--- src/rtl/serial_parallel_cond_if.sv ---
// serial_parallel_cond_if: serial lane input and byte/status outputs of the receive deserializer.
interface serial_parallel_cond_if;
  logic       DATA_IN;
  logic [7:0] DATA_OUT;
  logic       VALID_OUT;
  logic       ACTIVE;
  modport master (output DATA_IN, input DATA_OUT, VALID_OUT, ACTIVE);
  modport slave (input DATA_IN, output DATA_OUT, VALID_OUT, ACTIVE);
endinterface

--- src/rtl/serial_parallel_cond.sv ---
// serial_parallel_cond: LSB-first serial deserializer with bit-sliding comma alignment.
// Optional SERPAR_RESYNC_EN adds a RESYNC input that drops alignment back to HUNT.
module serial_parallel_cond #(
  parameter logic [7:0]  COMMA       = 8'hBC,
  parameter int unsigned COMMA_COUNT = 4
) (
  input logic CLK,
  input logic RESET,
`ifdef SERPAR_RESYNC_EN
  input logic RESYNC,
`endif
  serial_parallel_cond_if.slave lane
);
  typedef enum logic [1:0] {HUNT, LOCK, ACTIVE} state_t;
  localparam logic [3:0] CC = 4'(COMMA_COUNT);
  state_t     state;
  logic [7:0] sr, nxt;
  logic [2:0] bit_cnt;
  logic [3:0] comma_cnt;
  logic       is_comma, byte_end, resync;
`ifdef SERPAR_RESYNC_EN
  assign resync = RESYNC;
`else
  assign resync = 1'b0;
`endif
  assign nxt      = {lane.DATA_IN, sr[7:1]};
  assign is_comma = nxt == COMMA;
  assign byte_end = bit_cnt == 3'd7;
  always_ff @(posedge CLK) begin
    if (RESET) begin
      state          <= HUNT;
      sr             <= '0;
      bit_cnt        <= '0;
      comma_cnt      <= '0;
      lane.DATA_OUT  <= '0;
      lane.VALID_OUT <= 1'b0;
      lane.ACTIVE    <= 1'b0;
    end else begin
      sr             <= nxt;
      lane.VALID_OUT <= 1'b0;
      if (resync) begin
        state       <= HUNT;
        bit_cnt     <= '0;
        comma_cnt   <= '0;
        lane.ACTIVE <= 1'b0;
      end else begin
        case (state)
          HUNT: if (is_comma) begin
            bit_cnt     <= '0;
            comma_cnt   <= 4'd1;
            state       <= CC == 4'd1 ? ACTIVE : LOCK;
            lane.ACTIVE <= CC == 4'd1;
          end
          LOCK: begin
            bit_cnt <= bit_cnt + 3'd1;
            if (byte_end) begin
              comma_cnt   <= is_comma ? comma_cnt + 4'd1 : 4'd0;
              state       <= !is_comma ? HUNT : comma_cnt + 4'd1 == CC ? ACTIVE : LOCK;
              lane.ACTIVE <= is_comma && comma_cnt + 4'd1 == CC;
            end
          end
          default: begin
            bit_cnt <= bit_cnt + 3'd1;
            if (byte_end) begin
              lane.DATA_OUT  <= nxt;
              lane.VALID_OUT <= !is_comma;
            end
          end
        endcase
      end
    end
  end
endmodule

--- src/flat_wrapper.sv ---
// flat-port wrapper written by rule: the top's interface ports become plain ports
module serial_parallel_cond_flat 
#(
  parameter logic [7:0]  COMMA       = 8'hBC,
  parameter int unsigned COMMA_COUNT = 4
)
  (CLK, RESET, lane_DATA_IN, lane_DATA_OUT, lane_VALID_OUT, lane_ACTIVE);
  serial_parallel_cond_if lane_i ();
  input logic CLK;
  input logic RESET;
  input wire logic [$bits(lane_i.DATA_IN)-1:0] lane_DATA_IN;
  output wire logic [$bits(lane_i.DATA_OUT)-1:0] lane_DATA_OUT;
  output wire logic [$bits(lane_i.VALID_OUT)-1:0] lane_VALID_OUT;
  output wire logic [$bits(lane_i.ACTIVE)-1:0] lane_ACTIVE;
  assign lane_i.DATA_IN = lane_DATA_IN;
  assign lane_DATA_OUT = lane_i.DATA_OUT;
  assign lane_VALID_OUT = lane_i.VALID_OUT;
  assign lane_ACTIVE = lane_i.ACTIVE;
  serial_parallel_cond #(.COMMA(COMMA), .COMMA_COUNT(COMMA_COUNT)) u_core (.CLK(CLK), .RESET(RESET), .lane(lane_i));
endmodule
--- config.mk ---
export PLATFORM = sky130hd
export DESIGN_NAME = serial_parallel_cond_flat
export DESIGN_NICKNAME = d
export VERILOG_FILES = /design/src/rtl/serial_parallel_cond_if.sv /design/src/rtl/serial_parallel_cond.sv /design/src/flat_wrapper.sv
export SDC_FILE = /design/constraint.sdc
export NUM_CORES = 1
export LEC_CHECK = 0
export ABC_AREA = 1
export CORE_ASPECT_RATIO = 0.8
export CORE_UTILIZATION = 33
export CTS_CLUSTER_SIZE = 20
export DETAILED_ROUTE_END_ITERATION = 8
export GPL_TIMING_DRIVEN = 0
export SKIP_LAST_GASP = 1
export SYNTH_ARGS = -nofsm -noshare
export SYNTH_HDL_FRONTEND = slang
export SYNTH_SLANG_ARGS = --single-unit
--- constraint.sdc ---
create_clock -name CLK -period 1.33 [get_ports CLK]
set_input_delay 0.266 -clock CLK [delete_from_list [all_inputs] [get_ports CLK]]
set_output_delay 0.266 -clock CLK [all_outputs]
set_load 0.05 [all_outputs]
==> results.sh <==
export IMPL_clockBufferDepth=2
export IMPL_grt_ovfl_total=0
export IMPL_drtIter0Drc=18
export IMPL_clk_latency_ns=0.27
export IMPL_io_buffers=12
export IMPL_ys_seq_area_share_pct=46.89
export IMPL_tightest_slew_ns=0.2841
export IMPL_finalMaxSlewViolations=0
export IMPL_synthCells=131
export IMPL_synth_seq_cells=25
export IMPL_maxCapViolations=0
export IMPL_hold_class="reg2reg"
export IMPL_grt_max_degree=16
export IMPL_fin_util_pct=43.11
export IMPL_initial_core_util_pct=34.59
export IMPL_dieWidth_um=65.58
export IMPL_p_per_area_nw_per_um2=933.1
export IMPL_ant_nets=0
export IMPL_worstPathArrival_ns=1.43
export IMPL_crit_type="reg2reg"
export IMPL_drt_wl_total_mm=2.055
export IMPL_layout_drive_gt1_share_pct=28.19
export IMPL_critPathMaxFanout=5
export IMPL_relSlewSlack_pct=81.04
export IMPL_fin_ws_ns=0.06303
export IMPL_cts_root_buffer="clkbuf_8"
export IMPL_htreeDepth=1
export IMPL_cts_tree="yes"
export IMPL_final_area_um2=1330
export IMPL_grt_pass1_wl_mm=3.588
export IMPL_power_uw=1241
export IMPL_postSynthAreaPerCell_um2=8.147
export IMPL_max_vdd_ir_drop_v=0.0005785
export IMPL_routabilityCongestion=0.7347
export IMPL_hpwl_mm=1.433
export IMPL_synth_nets=137
export IMPL_via_per_inst=4.508
export IMPL_status="complete, no violations"
export IMPL_antenna_found_initial=0
export IMPL_p_leak_uw=0.0006072
export IMPL_place_area_um2=1239
export IMPL_synth_cell_type_count=23
export IMPL_synth_area_um2=1067
export IMPL_core_um2=3085
export IMPL_cts_buffers=3
export IMPL_layout_min_cycle_time_ns=1.267
export IMPL_io_pin_count=13
export IMPL_dp_slack_ns=-0.2368
export IMPL_grt_pass1_vias=810
export IMPL_setup_viol=0
export IMPL_critPathCaptureType="flip-flop"
export IMPL_rsz0062_at_grt="yes"
export IMPL_clk_pin_slew_ns=0.09
export IMPL_cts_sinks=25
export IMPL_dr_pass1_iters=4
export IMPL_dieArea_um2=3467
export IMPL_via_count=852
export IMPL_die_height_um=52.87
export IMPL_worstPathRequired_ns=1.50
export IMPL_antenna_cells=0
export IMPL_nets=156
export IMPL_fillers=302
export IMPL_timing_final_crit_share_pct=95.26
export IMPL_area_growth_pct=24.62
export IMPL_finalHoldViolCount=0
export IMPL_cp_start_kind="flip-flop"
export IMPL_synth_warnings=0
export IMPL_drc=0
export IMPL_fin_skew_ns=0.006724
export IMPL_track_usage_pct=14.11
export IMPL_fmax_mhz=789.3
export IMPL_rows=18
export IMPL_wl_per_cell_um=10.87
-- logic make-up (layout without fill, tap and decap cells) --
family	count (synthesis)	in the layout	synth area share [%]
fa+ha+maj	3	3	3.517
compound gates	24	24	12.31
simple gates	55	55	27.90
flops	25	25	46.89
buf+inv	23	41	8.557
xor+xnor	1	1	0.8208
-- flip-flops by register name, indices dropped and copies added, names as in the netlist --
name	cells
u_core.lane.VALID_OUT	1
u_core.state	2
u_core.lane.DATA_OUT	8
u_core.comma_cnt	4
u_core.bit_cnt	3
u_core.sr	7
-- cell usage after synthesis --
cell / instances / area [um2]
dfxtp_1: 25 / 500.5
nand2_1: 20 / 75.07
inv_1: 16 / 60.06
a21oi_1: 12 / 60.06
nor2_1: 12 / 45.04
nand3_1: 9 / 45.04
o21ai_0: 9 / 45.04
inv_2: 4 / 15.01
a21oi_2: 3 / 26.28
ha_1: 3 / 37.54
nand2_2: 2 / 12.51
nand2_4: 2 / 22.52
nand4_1: 2 / 12.51
nor2_2: 2 / 12.51
nor2_4: 2 / 22.52
buf_2: 1 / 5.000
buf_4: 1 / 7.510
clkbuf_1: 1 / 3.750
nand3_4: 1 / 17.52
nand3b_1: 1 / 7.510
nor2_8: 1 / 20.02
nor3_1: 1 / 5.000
xor2_1: 1 / 8.760
-- area by class of cell --
class | instances | area, um2 | area share [%]
repair buffers | 14 | 135.1 | 10.16
flip-flops and latches | 25 | 504.2 | 37.91
clock inverters | 1 | 7.507 | 0.5644
plain buffers | 3 | 21.27 | 1.599
clock buffers | 3 | 41.29 | 3.104
multi-input cells | 83 | 493.0 | 37.06
well taps | 40 | 50.05 | 3.763
inverters | 20 | 77.57 | 5.833
-- stage by stage --
step	setup TNS (ns)	hold slack, ns	instances
after floorplan	0	0.3211	131
after global placement	-3.836	0.4415	183
after detailed placement	-4.175	0.4409	183
after CTS	-0.07276	0.4437	189
after global routing	-0.02295	0.4590	189
final	0	0.4412	189
-- power by group --
group	switching (uW)	internal, uW	total [uW]
clock network	239	212	451
logic	22.8	11.3	34.2
registers	3.09	752	755
-- final timing paths --
kind,start,to,cells after the start,slack (ns)
setup / recovery,u_core.bit_cnt[0],u_core.lane.DATA_OUT[3],7,0.06
hold / removal,u_core.bit_cnt[0],u_core.bit_cnt[0],1,0.44
setup reg to reg,u_core.bit_cnt[0],u_core.lane.DATA_OUT[3],7,0.06
hold reg to reg,u_core.bit_cnt[0],u_core.bit_cnt[0],1,0.44
-- per-layer routing --
metal,global-route usage [%],up-vias,wire length [um]
met4,4.348,0,9
met2,24.74,13,975
met1,16.78,384,1014
li1,-,453,-
met3,3.879,2,56
met5,0,-,0
-- what timing repair did --
| action | in CTS | in global routing |
|---|---|---|
| setup endpoints to repair | 18 | 12 |
| resized for setup | 35 | 12 |
| pin swaps | 0 | 1 |
| hold buffers | 0 | 0 |
| setup buffers | 2 | 0 |
| gates cloned | 0 | 0 |
-- layout by cell type, fill, tap and decap left out, types with 2 or more instances in the layout --
cell              n
clkbuf_2          2
clkdlybuf4s50_1   2
dfxtp_1          22
nand3_1           9
nand2_1          19
nor2_4            2
inv_1            16
nor2_1           12
nand2_2           3
nor2_2            2
o21ai_1           5
o21ai_0           4
nand2_4           2
nand4_1           2
a21oi_1          12
clkdlybuf4s15_2   8
inv_2             3
clkbuf_8          3
dfxtp_2           3
buf_4             2
a21oi_2           3
buf_2             2
-- critical path, cell delays in order, from the launching register on --
cell and delay (ns):
dfxtp_2 0.34, ha_2 0.19, ha_4 0.17, nand2_2 0.09, inv_4 0.05, buf_4 0.13
o21ai_0 0.14, a21oi_1 0.05
(Power assumes the default switching activity.)
